File: src/rtl/logic_stream_unit_if.sv
// Operand/result stream bundle for logic_stream_unit.
// master drives operands and out_ready; slave returns results.
interface logic_stream_unit_if #(
    parameter int WIDTH = 8
);
    localparam int PW = $clog2(WIDTH + 1);

    logic [WIDTH-1:0] a;
    logic [WIDTH-1:0] b;
    logic [2:0]       op;
    logic             acc_en;
    logic             in_valid;
    logic             in_ready;
    logic [WIDTH-1:0] Y;
    logic             out_valid;
    logic             out_ready;
    logic             zero;
    logic [PW-1:0]    pcnt;
    logic [15:0]      res_cnt;

    modport master (
        output a, b, op, acc_en, in_valid, out_ready,
        input  in_ready, Y, out_valid, zero, pcnt, res_cnt
    );

    modport slave (
        input  a, b, op, acc_en, in_valid, out_ready,
        output in_ready, Y, out_valid, zero, pcnt, res_cnt
    );
endinterface

File: src/rtl/logic_stream_unit.sv
// Bitwise logic unit with accumulator feeding an in-order result FIFO.
// Results are registered on accept; head status is derived from Y.
module logic_stream_unit #(
    parameter int WIDTH = 8,
    parameter int DEPTH = 2
) (
    input  logic               clk,
    input  logic               reset,
    logic_stream_unit_if.slave bus
);
    localparam int AW = $clog2(DEPTH);
    localparam int CW = $clog2(DEPTH + 1);
    localparam int PW = $clog2(WIDTH + 1);

    logic [WIDTH-1:0] r_mem [DEPTH];
    logic [AW-1:0]    r_wp;
    logic [AW-1:0]    r_rp;
    logic [CW-1:0]    r_cnt;
    logic [WIDTH-1:0] r_acc;
    logic [15:0]      r_res_cnt;

    logic             w_empty;
    logic             w_full;
    logic             w_pop;
    logic             w_push;
    logic             w_in_ready;
    logic [WIDTH-1:0] w_left;
    logic [WIDTH-1:0] w_res;
    logic [WIDTH-1:0] w_y;
    logic [PW-1:0]    w_pcnt;

    assign w_empty    = (r_cnt == '0);
    assign w_full     = (r_cnt == CW'(DEPTH));
    assign w_pop      = !w_empty && bus.out_ready;
    // A full FIFO still accepts when the head leaves in the same cycle.
    assign w_in_ready = reset && (!w_full || w_pop);
    assign w_push     = bus.in_valid && w_in_ready;

    assign w_left = bus.acc_en ? r_acc : bus.a;

    always_comb begin
        w_res = w_left;
        unique case (bus.op)
            3'd0: w_res = w_left & bus.b;
            3'd1: w_res = w_left | bus.b;
            3'd2: w_res = w_left ^ bus.b;
            3'd3: w_res = ~(w_left & bus.b);
            3'd4: w_res = ~(w_left | bus.b);
            3'd5: w_res = ~(w_left ^ bus.b);
            3'd6: w_res = w_left & ~bus.b;
            3'd7: w_res = w_left;
        endcase
    end

    always_ff @(posedge clk) begin
        if (!reset) begin
            r_wp      <= '0;
            r_rp      <= '0;
            r_cnt     <= '0;
            r_acc     <= '0;
            r_res_cnt <= '0;
        end else begin
            if (w_push) begin
                r_wp  <= r_wp + AW'(1);
                r_acc <= w_res;
            end
            if (w_pop) begin
                r_rp      <= r_rp + AW'(1);
                r_res_cnt <= r_res_cnt + 16'd1;
            end
            if (w_push && !w_pop) begin
                r_cnt <= r_cnt + CW'(1);
            end else if (w_pop && !w_push) begin
                r_cnt <= r_cnt - CW'(1);
            end
        end
    end

    // Storage needs no reset: Y is gated by the occupancy count.
    always_ff @(posedge clk) begin
        if (w_push) begin
            r_mem[r_wp] <= w_res;
        end
    end

    assign w_y = w_empty ? '0 : r_mem[r_rp];

    always_comb begin
        w_pcnt = '0;
        for (int i = 0; i < WIDTH; i++) begin
            w_pcnt = w_pcnt + PW'(w_y[i]);
        end
    end

    assign bus.in_ready  = w_in_ready;
    assign bus.out_valid = !w_empty;
    assign bus.Y         = w_y;
    assign bus.zero      = !w_empty && (w_y == '0);
    assign bus.pcnt      = w_pcnt;
    assign bus.res_cnt   = r_res_cnt;
endmodule

File: src/flat_wrapper.sv
// flat-port wrapper written by rule: the top's interface ports become plain ports
module logic_stream_unit_flat 
#(
    parameter int WIDTH = 8,
    parameter int DEPTH = 2
)
  (clk, reset, bus_a, bus_b, bus_op, bus_acc_en, bus_in_valid, bus_out_ready, bus_in_ready, bus_Y, bus_out_valid, bus_zero, bus_pcnt, bus_res_cnt);
  logic_stream_unit_if #(.WIDTH(WIDTH)) bus_i ();
  input  logic clk;
  input  logic reset;
  input wire logic [$bits(bus_i.a)-1:0] bus_a;
  input wire logic [$bits(bus_i.b)-1:0] bus_b;
  input wire logic [$bits(bus_i.op)-1:0] bus_op;
  input wire logic [$bits(bus_i.acc_en)-1:0] bus_acc_en;
  input wire logic [$bits(bus_i.in_valid)-1:0] bus_in_valid;
  input wire logic [$bits(bus_i.out_ready)-1:0] bus_out_ready;
  output wire logic [$bits(bus_i.in_ready)-1:0] bus_in_ready;
  output wire logic [$bits(bus_i.Y)-1:0] bus_Y;
  output wire logic [$bits(bus_i.out_valid)-1:0] bus_out_valid;
  output wire logic [$bits(bus_i.zero)-1:0] bus_zero;
  output wire logic [$bits(bus_i.pcnt)-1:0] bus_pcnt;
  output wire logic [$bits(bus_i.res_cnt)-1:0] bus_res_cnt;
  assign bus_i.a = bus_a;
  assign bus_i.b = bus_b;
  assign bus_i.op = bus_op;
  assign bus_i.acc_en = bus_acc_en;
  assign bus_i.in_valid = bus_in_valid;
  assign bus_i.out_ready = bus_out_ready;
  assign bus_in_ready = bus_i.in_ready;
  assign bus_Y = bus_i.Y;
  assign bus_out_valid = bus_i.out_valid;
  assign bus_zero = bus_i.zero;
  assign bus_pcnt = bus_i.pcnt;
  assign bus_res_cnt = bus_i.res_cnt;
  logic_stream_unit #(.WIDTH(WIDTH), .DEPTH(DEPTH)) u_core (.clk(clk), .reset(reset), .bus(bus_i));
endmodule
File: config.mk
export PLATFORM = sky130hd
export DESIGN_NAME = logic_stream_unit_flat
export DESIGN_NICKNAME = d
export VERILOG_FILES = /design/src/rtl/logic_stream_unit_if.sv /design/src/rtl/logic_stream_unit.sv /design/src/flat_wrapper.sv
export SDC_FILE = /design/constraint.sdc
export NUM_CORES = 1
export LEC_CHECK = 0
export BUFFER_PORTS_ARGS = -buffer_cell sky130_fd_sc_hd__buf_2
export CORE_ASPECT_RATIO = 0.75
export CORE_UTILIZATION = 40
export DETAILED_ROUTE_END_ITERATION = 7
export GPL_TIMING_DRIVEN = 0
export MAX_ROUTING_LAYER = met4
export PLACE_DENSITY = 0.6
export REMOVE_ABC_BUFFERS = 1
export SLEW_MARGIN = 10
export SYNTH_ARGS = -nofsm -noshare
export SYNTH_HDL_FRONTEND = slang
export SYNTH_SLANG_ARGS = --single-unit
File: constraint.sdc
create_clock -name clk -period 3.7 [get_ports clk]
set_input_delay 0.185 -clock clk [delete_from_list [all_inputs] [get_ports clk]]
set_output_delay 0.185 -clock clk [all_outputs]
set_load 0.05 [all_outputs]
### Word-level counts from Yosys, hierarchy flattened

Memories as Yosys holds them, arrays and structs flattened. A register that Yosys moved wholly into a read port is not among the register bits.
Cells that the tools add are included.

| cells by class | value |
|---|---|
| add/sub/neg operators | 12 |
| multiply operators | 0 |
| div/mod/pow operators | 0 |
| magnitude comparators | 0 |
| equality and inequality tests | 8 |
| shift operators | 0 |
| multiplexer cells | 9 |
| bitwise gates (word level) | 8 |
| reduce and logical (&&, ||, !) cells | 15 |

Operators by type and width:

| kind | number |
|---|---|
| one-hot mux 8 bit (8 select lines) | 1 |
| NOT 8 bit | 4 |
| adder 4 x 1 -> 4 bit | 6 |
| adder 16 x 1 -> 16 bit (second input constant) | 1 |
| AND 8 bit | 2 |
| 2-to-1 mux 8 bit | 2 |
| equality test 3 bit (second input constant) | 4 |
| zero test 8 bit | 1 |
| OR 8 bit | 1 |
| XOR 8 bit | 1 |
| equality test 3 x 2 -> 1 bit (second input constant) | 2 |
| logical AND 1 bit | 6 |
| zero test 1 bit | 4 |
| 2-to-1 mux 1 bit | 4 |
| 2-to-1 mux 2 bit | 2 |
| equality test 3 x 1 -> 1 bit (second input constant) | 1 |
| zero test 3 bit | 1 |
| adder 1 bit (second input constant) | 2 |
| adder 1 x 1 -> 2 bit | 1 |
| adder 2 x 1 -> 2 bit (second input constant) | 1 |
| equality test 2 bit (second input constant) | 1 |
| zero test 2 bit | 1 |
| nonzero test 2 bit | 1 |
| subtractor 2 x 1 -> 2 bit (second input constant) | 1 |
| logical OR 1 bit | 1 |

| storage, ports and cells | value |
|---|---|
| flip-flop bits (word level) | 28 |
| bits in latches | 0 |
| memory bits (writable) | 16 |
| ROM bits | 0 |
| output and inout bits | 31 |
| memories kept | 1 |

Memory list:

| memory | depth | width | read ports | clocked after Yosys merged registers in | wr ports | line | source |
|---|---|---|---|---|---|---|---|
| u_core.r_mem | 2 | 8 | 1 | 1 | 1 | logic_stream_unit.sv:15 | `logic [WIDTH-1:0] r_mem [DEPTH];` |

### Logic depth before layout (Yosys ltp)

Gate-level depths: netlist of run 1.

| logic depth | value |
|---|---|
| depth after elaboration | 10 |
| mapped depth | 14 |
| mapped depth without buffers | 13 |

### Least setup slack after synthesis of run 1

No wires, ideal clock.

| path | value |
|---|---|
| path kind | reg-to-output |
| from | reg (tool-made name) |
| to | out bus_pcnt[2] |
| data arrival time | 4053 ps |
| slack | -538 ps |
| stages on the path, launching flop included | 13 |
| path buffers | 1 |
| cells stage by stage | dfxtp_1 -> clkbuf_1 -> mux2i_1 -> nor2_1 -> inv_1 -> fa_1 -> inv_1 -> fa_1 -> inv_1 -> fa_1 -> inv_1 -> fa_1 -> xor2_1 |

RTL lines:

| element | line | source |
|---|---|---|
| to (decl) | flat_wrapper.sv:21 | `output wire logic [$bits(bus_i.pcnt)-1:0] bus_pcnt;` |

==> out/metrics.cfg, run 1 <==
[power]
combPwrFrac=0.587
p_seq_frac=0.264
p_sw_mw=1.17
p_leak_nw=1.72
clockPowerShare=0.149
powerDensity_nw_per_um2=670
peakVddDrop_uv=690
p_sw_frac=0.487
p_total_mw=2.39
p_int_mw=1.23

[detailed_routing]
wl_per_cell_um=13.5
ant_nets=0
dr.first_iter.drc_count=97
postRouteWirelength_mm=6.44
drtPass1Iterations=4
vias_per_cell=5.04
drc=0
vias=2398

[synth]
yosys.area.top_type_share=0.189
synthCells=324
async_reset_ff_frac=0
yosys-top-cells-area=dfxtp_1, edfxtp_1, ha_1, mux2i_1, inv_1
yosysSeqAreaShare=0.345
synth_cell_type_count=47
synth_top_flop_cell=dfxtp_1
synth_top_area_cell=dfxtp_1
syn_avg_cell_area_um2=9.50
synth_edf_count=16
yosys_register_bits=45
yosys_warnings=0
netlist_area_um2=3080

[timing]
worst_pin_slew_ns=0.826
final.setup_skew_ns=0.00427
rsz0062_at_grt=no
fmax_mhz=281
hold_ws_ns=0.345
timing.final.ws_setup_ns=0.143
setup-tns-final_ns=0
max-slew-margin-rel=0.447
hold_violations=0
period_needed_ns=3.56
report.final.slew_viol_count=0
finalSetupViolCount=0
min_period_over_period=0.961

[place]
post-place-ws_ns=0.0544
place_congestion=0.783
port_buffers=54
placed_cells=463
place_hpwl_mm=4.98

[global_route]
gr-total-overflow=0
antenna_found_initial=0
grt_use_total=0.177
grt_pass1_wl_mm=10.8
grt_pass1_vias=2259
grt_max_degree=31

[clocking]
cts-root-buf=clkbuf_8
cts_buffers=5
ctsHoldBuffers=0
path_clk_slew_ns=0.08
clk_latency_ns=0.29
h-tree-depth=2
cts_tree=built
cts_sinks=45
clk_path_buf_depth=2

[critical_path]
arrival_ns=3.37
crit_type=reg2out
crit_buf_inv=5
slowest_stage=fa_1
crit_family=adder cells
start_kind=flop
worstPathMaxFanout=6
end_kind=output port
cpPeakStageDelay_ns=0.50
cp_data_required_time_ns=3.51
path_cells=mux2_2 > nand2_2 > ha_1 > inv_1 > fa_1 > inv_2 > fa_1 > inv_1 > fa_2 > inv_2 > fa_2 > buf_6

[layout]
syn2layout_area_growth_pct=16.0
instances_no_fill=476
mostFrequentLayoutCell=buf_2
multi_input_comb_area_um2=1810
final_cell_mix=buf_2, inv_1, ha_1
final_nets=432
final_layout_size_suffix_gt1_frac=0.227
register_area_um2=1070
diodes=0
n_fill_cell=710

[hold_path]
min_path_type=in2reg

[die]
design.die.area_um2=8060
ios=55
initial_core_util=0.416
rows=27
dieWidth_um=103
core-area_um2=7400
die_y_um=78.0

[run_status]
status=completed

[flow_run]
maxCapViolCount=0

## cells in the mapped netlist (4+ instances only)
cell type  count
and3_1         9
o221ai_1       5
mux2i_1       21
mux2_2         4
clkbuf_1       7
or3_1          9
and2_1        13
a21o_1         7
xnor2_1       13
nor2_1        13
inv_1         37
nand4_1        5
o21ai_0        8
o22a_1         8
buf_2          6
nand2_1       13
fa_1           4
a21oi_1        6
dfxtp_1       29
ha_1          30
edfxtp_1      16
nor2b_1        4
nand3_1       12
## path summary, 6_finish.rpt
path,from,to,slack [ns],cells after the start
worst max-delay path,flop,bus_pcnt[1],0.14,12
worst min-delay path,bus_out_ready,u_core.bus.res_cnt[1]$_SDFFE_PN0P_,0.34,4
worst max register to register,u_core.r_cnt[1]$_SDFFE_PN0P_,u_core.r_cnt[1]$_SDFFE_PN0P_,1.37,7
worst min register to register,u_core.r_acc[1]$_SDFFE_PN0P_,u_core.r_acc[1]$_SDFFE_PN0P_,0.48,2
## final cells by class
class,count,area share
Multi-Input combinational cell,226,0.507
Sequential cell,45,0.300
Inverter,37,0.0389
Clock buffer,6,0.0203
Tap cell,101,0.0354
Clock inverter,2,0.00946
Timing Repair Buffer,59,0.0886
## kinds of logic (layout without fill, tap and decap cells)
logic type / count (synthesis) / count (layout) / synth area share
adders and majority gates: 34 / 34 / 0.148
DFF: 45 / 45 / 0.345
xor gates and xnor gates: 16 / 16 / 0.0455
AOI/OAI and AO/OA: 59 / 59 / 0.141
buffers and inverters: 53 / 104 / 0.0719
muxes: 25 / 25 / 0.0829
and+or+nand+nor: 92 / 92 / 0.167
## sequential cells by signal, indices dropped and copies added, names as in the netlist, named ones only
signal / flops
u_core.r_rp: 1
u_core.r_wp: 1
u_core.r_acc: 8
u_core.bus.res_cnt: 16
u_core.r_cnt: 2
u_core.r_mem: 16
## stage by stage
stage                     area [um2]   util
final                           3570  0.483
after floorplan                 3000      -
after detailed placement        3390  0.459
after global routing            3570  0.483
after CTS                       3520  0.476
after global placement          3390  0.459
## timing repair
action                     CTS  global route
gates resized for setup     11             6
setup endpoints to repair    3             2
pin swaps                    0             2
setup buffers                0             5
hold endpoints to repair     0             0
## worst reg2reg max path, cell delays in order (launching register included)
cell and delay [ns]:
dfxtp_4 0.39, inv_1 0.04, o31a_2 0.34, nand2_1 0.30, inv_1 0.24, ha_1 0.39
or3_1 0.37, a21boi_0 0.18
## power groups by stage
stage          clock network [mW]  logic (mW)  registers (mW)
2_1_floorplan                   0       0.982           0.642
3_3_place_gp                    0        1.25           0.634
3_5_place_dp                    0        1.29           0.634
4_1_cts                     0.365        1.36           0.637
5_1_grt                     0.394        1.54           0.643
6_report                    0.356        1.41           0.632
## layer usage
layer	part of all wire	wire length, um	global-route usage
met5	0	0	-
met4	0.0045	29	0.0338
met3	0.036	231	0.0270
met2	0.44	2810	0.253
met1	0.52	3370	0.263
No activity file was read; power rests on OpenSTA's default activity.
==> inputs of run 2 (changes only) <==
Settings changed: ABC_AREA from default to 1, RECOVER_POWER from default to 50.
==> run 2 against run 1 <==
Against the previous run:
- clock-buffer cell count down 1
- maximum frequency down 1.5%
- global-route usage up 1.6 points
- wire length up 17%
- critical path depth up 2
- design area up 6.1%
- largest cell class unchanged
==> out/metrics.cfg, run 2 <==
[detailed_routing]
postRouteWirelength_mm=7.52  ; +17%
ant_nets=0  ; unchanged
drtPass1Iterations=5  ; +1
dr.first_iter.drc_count=152  ; +57%
vias=2962  ; +24%
vias_per_cell=4.75  ; -5.6%
drc=0  ; unchanged
wl_per_cell_um=12.1  ; -11%

[synth]
yosys-top-cells-count=nand2_1, inv_1, nor2_1, o21ai_0, nand3_1
yosys_register_bits=45  ; unchanged
yosysSeqAreaShare=0.331  ; -0.0136
synth_edf_count=16  ; unchanged
synth_top_area_cell=dfxtp_1
synth_top_flop_cell=dfxtp_1
yosys_warnings=0  ; unchanged
async_reset_ff_frac=0  ; unchanged
synth_most_common_cell=nand2_1
yosys.area.top_type_share=0.181  ; -0.00743
syn_avg_cell_area_um2=6.94  ; -27%
yosys-top-cells-area=dfxtp_1, edfxtp_1, nand2_1, ha_1, inv_1
netlist_area_um2=3210  ; +4.1%
synthCells=462  ; +43%
synth_cell_type_count=30  ; -36%

[run_status]
status=completed

[timing]
fmax_mhz=277  ; -1.5%
rsz0062_at_grt=yes
worst_pin_slew_ns=0.858  ; +0.0314 ns
period_needed_ns=3.61  ; +0.0551 ns
hold_ws_ns=0.348  ; +0.00292 ns
max-slew-margin-rel=0.426  ; -0.0210
final.setup_skew_ns=0.00625  ; +0.00198 ns
report.final.slew_viol_count=0  ; unchanged
hold_violations=0  ; unchanged
finalSetupViolCount=0  ; unchanged
min_period_over_period=0.976  ; +0.0149

[clocking]
cts_tree=built
path_clk_slew_ns=0.08  ; about the same
cts_sinks=45  ; unchanged
cts_buffers=5  ; unchanged
h-tree-depth=2  ; unchanged
clk_latency_ns=0.30  ; about the same
ctsHoldBuffers=0  ; unchanged
clk_path_buf_depth=2  ; unchanged
cts-root-buf=clkbuf_8

[place]
port_buffers=54  ; unchanged
place_congestion=0.815  ; +4.0%
place_hpwl_mm=5.61  ; +13%
dpl-instance-area_um2=3550  ; +4.7%

[die]
rows=27  ; unchanged
die_y_um=79.5  ; +2.0%
design.die.area_um2=8380  ; +4.0%
initial_core_util=0.426  ; +0.00931
dieWidth_um=105  ; +2.0%
core-area_um2=7530  ; +1.8%
ios=55  ; unchanged

[layout]
diodes=0  ; unchanged
stdcell_area_um2=3790  ; +6.1%
n_fill_cell=802  ; +13%
final_cell_mix=nand2_1, inv_1, nor2_1
final_layout_size_suffix_gt1_frac=0.138  ; -0.0887
register_area_um2=1070  ; unchanged
final_nets=579  ; +34%
multi_input_comb_area_um2=1840  ; +1.4%
syn2layout_area_growth_pct=18.3
mostFrequentLayoutCell=nand2_1

[power]
p_int_mw=1.24  ; +0.62%
p_sw_mw=1.10  ; -5.9%
combPwrFrac=0.549  ; -0.038
p_leak_nw=1.84  ; +7.4%
peakVddDrop_uv=887  ; +29%
p_sw_frac=0.470  ; -0.0166
powerDensity_nw_per_um2=615  ; -8.2%
clockPowerShare=0.188  ; +0.039
p_seq_frac=0.263  ; about the same

[critical_path]
crit_type=reg2out
start_kind=flop
worstPathMaxFanout=5  ; -1
arrival_ns=3.43  ; +0.06 ns
cp_data_required_time_ns=3.51  ; about the same
end_kind=output port

[global_route]
grt_pass1_vias=2774  ; +23%
grt_use_total=0.193  ; +0.0160
grt_pass1_wl_mm=12.5  ; +15%
antenna_found_initial=0  ; unchanged
gr-total-overflow=0  ; unchanged
grt_max_degree=26  ; -16%

[hold_path]
min_path_type=in2reg

[flow_run]
maxCapViolCount=0  ; unchanged

==> run 2: cell count changes after synthesis, sizes merged, moves of 19 or more <==
| cell | delta |
|---|---|
| nand2 | +106 |
| o21ai | +28 |
| inv | +42 |
| nor2 | +50 |
| mux2i | -20 |
| nand3 | +19 |
==> run 2: metal layers <==
metal	GRT usage	part of all wire	vias up
met2	0.296	0.43	53
li1	-	-	1568
met1	0.265	0.53	1333
met4	0.0493	0.0086	0
met3	0.0310	0.036	8
met5	-	0	-
==> run 2: area by class of cell <==
type                    count  area share
inverters                  80      0.0805
clock buffers               5      0.0182
flip-flops and latches     45       0.283
multi-input cells         329       0.485
clock inverters             3      0.0172
well taps                 101      0.0333
repair buffers             60      0.0832
==> run 2: critical path, cell delays in order (launching register included) <==
cell	delay, ns
dfxtp_4	0.41
buf_12	0.12
nor2_2	0.04
nor3_4	0.16
inv_2	0.07
ha_4	0.27
inv_2	0.03
fa_1	0.46
inv_1	0.05
fa_1	0.47
inv_1	0.05
fa_2	0.33
inv_2	0.08
fa_2	0.43
buf_8	0.16
==> run 2: cell families after synthesis <==
kind of cell / share of synthesized area
DFF: 0.331
AOI/OAI and AO/OA: 0.101
and+or+nand+nor: 0.305
buffers and inverters: 0.109
xor gates and xnor gates: 0.00820
adders and majority gates: 0.142
muxes: 0.00312
==> run 2: power groups by stage <==
stage	registers, mW	clock network [mW]	logic [mW]
final	0.613	0.439	1.28
after detailed placement	0.617	0	1.12
after CTS	0.612	0.450	1.18
after floorplan	0.634	0	0.867
after global placement	0.616	0	1.10
after global routing	0.620	0.468	1.40
==> run 2: repair_timing <==
| item | CTS | global route |
|---|---|---|
| resized for setup | 12 | 17 |
| endpoints found under the setup margin | 4 | 2 |
| pin swaps | 0 | 4 |
| buffers inserted | 0 | 6 |
==> run 2: metrics by stage <==
| step | worst slack (ns) | total power, mW | util | std cells | setup TNS, ns |
|---|---|---|---|---|---|
| finish | 0.0881 | 2.33 | 0.503 | 623 | 0 |
| global route | -0.0779 | 2.49 | 0.503 | 623 | -0.150 |
| CTS | -0.0162 | 2.24 | 0.494 | 617 | -0.0162 |
| detailed placement | -0.119 | 1.73 | 0.472 | 609 | -0.206 |
| global placement | -0.0900 | 1.72 | 0.472 | 609 | -0.158 |
| floorplan | -1.06 | 1.50 | - | 454 | -2.77 |
==> run 2: final timing paths <==
path | from | endpoint | slack (ns) | cells past startpoint
hold / removal | reset | u_core.bus.res_cnt[4]$_SDFFE_PN0P_ | 0.35 | 3
hold reg to reg | u_core.r_rp$_SDFFE_PN0P_ | flop | 0.45 | 1
setup reg to reg | u_core.r_cnt[0]$_SDFFE_PN0P_ | u_core.r_cnt[1]$_SDFFE_PN0P_ | 1.18 | 12
setup / recovery | flop | bus_pcnt[1] | 0.09 | 14
==> inputs of run 3 (changes only) <==
Clock period 3.7 ns to 3.4 ns, I/O delays scaled along.
==> run 3 against run 2 <==
Against the previous run:
- the flow now finishes with violations (negative setup slack)
- power up 13%
- die area unchanged
- flip-flop and latch count is the same
- combinational power rose by 16%
- non-clock buffer count rose by 2
- critical path type unchanged
- largest cell class unchanged
==> out/metrics.cfg, run 3 (synthesized netlist as in run 2, its figures left out) <==
[run_status]
status=complete, but fails checks
violations=negative setup slack

[critical_path]
end_kind=output port
worstPathMaxFanout=5  ; unchanged
slowest_stage=fa_1
path_cells=inv_6 > nor2_4 > nor3_4 > inv_2 > ha_4 > inv_2 > fa_1 > inv_1 > fa_1 > inv_1 > fa_2 > inv_2 > fa_2 > buf_8
cpPeakStageDelay_ns=0.47  ; about the same
arrival_ns=3.44  ; about the same
ff2ff_path_depth=11  ; -1
crit_top_cell=inv_2
start_kind=flop
crit_type=reg2out
cp_data_required_time_ns=3.23  ; -0.28 ns

[timing]
worst_pin_slew_ns=0.721  ; -0.137 ns
period_needed_ns=3.61
min_period_over_period=1.06
setup-tns-final_ns=-0.390  ; -0.390 ns
finalSetupViolCount=2  ; +2
final.setup_skew_ns=0.00710  ; +0.000855 ns
hold_violations=0  ; unchanged
timing.final.ws_setup_ns=-0.210  ; -0.298 ns
report.final.slew_viol_count=0  ; unchanged
fmax_mhz=277
max-slew-margin-rel=0.518  ; +0.0915
rsz0062_at_grt=yes

[die]
rows=27  ; unchanged
core-area_um2=7530  ; unchanged
design.die.area_um2=8380  ; unchanged
die_y_um=79.5  ; unchanged
ios=55  ; unchanged
initial_core_util=0.426  ; unchanged
dieWidth_um=105  ; unchanged

[clocking]
cts_sinks=45  ; unchanged
cts_tree=built
path_clk_slew_ns=0.08  ; about the same
cts_buffers=5  ; unchanged
ctsHoldBuffers=0  ; unchanged
clk_latency_ns=0.30  ; about the same
cts-root-buf=clkbuf_8
h-tree-depth=2  ; unchanged
clk_path_buf_depth=2  ; unchanged

[flow_run]
maxCapViolCount=0  ; unchanged

[detailed_routing]
m1WireLength_mm=3.94  ; -0.78%
top_layer=met4
vias_per_cell=4.75  ; -0.19%
postRouteWirelength_mm=7.70  ; +2.5%
route.met2.wl_mm=3.36  ; +4.9%
drtPass1Iterations=4  ; -1
vias=2966  ; +0.14%
wl_met3_um=376  ; +37%
ant_nets=0  ; unchanged
dr.first_iter.drc_count=115  ; -24%
drc=0  ; unchanged
wl_per_cell_um=12.3  ; +2.2%

[layout]
multi_input_comb_area_um2=1850  ; +0.41%
mostFrequentLayoutCell=nand2_1
syn2layout_area_growth_pct=19.1
register_area_um2=1070  ; unchanged
final_nets=581  ; +0.35%
final_layout_size_suffix_gt1_frac=0.151  ; +0.0128
final_cell_mix=nand2_1, inv_1, nor2_1
diodes=0  ; unchanged
n_fill_cell=798  ; -0.50%

[power]
p_total_mw=2.63  ; +13%
powerDensity_nw_per_um2=690  ; +12%
p_leak_nw=1.87  ; +1.2%
peakVddDrop_uv=1170  ; +32%

[global_route]
grt_use_total=0.198  ; +0.00537
grt_pass1_vias=2819  ; +1.6%
grt_pass1_wl_mm=12.8  ; +2.3%
gr-total-overflow=0  ; unchanged
grt_max_degree=26  ; unchanged
antenna_found_initial=0  ; unchanged

[place]
port_buffers=54  ; unchanged
place_congestion=0.815  ; unchanged
place_hpwl_mm=5.61  ; unchanged

[hold_path]
min_path_type=in2reg
min_path_cells=3  ; unchanged

-- run 3: cell count changes in the layout (fill, tap and decap cells not counted), sizes merged --
cell	change
buf	+6
clkbuf	-4
-- run 3: path summary, 6_finish.rpt --
| kind | from | end | slack [ns] |
|---|---|---|---|
| max | flop | bus_pcnt[1] | -0.21 |
| min | reset | u_core.bus.res_cnt[12]$_SDFFE_PN0P_ | 0.32 |
| max reg2reg | u_core.r_cnt[0]$_SDFFE_PN0P_ | u_core.r_cnt[1]$_SDFFE_PN0P_ | 1.00 |
| min reg2reg | u_core.r_rp$_SDFFE_PN0P_ | flop | 0.45 |
-- run 3: final cells by class --
cell class,instances,share of cell area
repair buffers,62,0.0878
multi-input cells,329,0.483
clock buffers,5,0.0180
clock inverters,3,0.0170
inverters,80,0.0799
well taps,101,0.0331
flip-flops and latches,45,0.281
-- run 3: worst max-delay path, delay by kind of cell (launching register included) --
kind / cells / cell delay [ns]
fa+ha+maj: 5 / 1.96
buf+inv: 7 / 0.52
flops: 1 / 0.39
simple gates: 2 / 0.29
-- run 3: power breakdown --
part           switching [mW]  internal, mW  total (mW)
clock                   0.186         0.292       0.478
sequential             0.0450         0.623       0.668
combinational           0.989         0.499        1.49
total                    1.22          1.41        2.63
-- run 3: per-layer routing --
layer | vias to the layer above | GRT usage
met5 | - | -
met4 | 0 | 0.0493
met3 | 2 | 0.0310
met2 | 66 | 0.308
met1 | 1323 | 0.270
li1 | 1575 | -
-- run 3: stage by stage --
stage	hold WS, ns	cells	cell area (um2)	setup slack, ns	util
global route	0.359	625	3820	-0.359	0.507
detailed placement	0.444	609	3550	-0.404	0.472
CTS	0.321	621	3780	-0.222	0.502
finish	0.323	625	3820	-0.210	0.507
global placement	0.435	609	3550	-0.375	0.472
floorplan	0.291	454	3160	-1.35	-
-- run 3: timing repair --
item,4_1_cts,5_1_grt
setup endpoints to repair,4,4
pin swaps,4,3
gates resized for setup,22,10
gates cloned,0,0
setup buffers,4,4
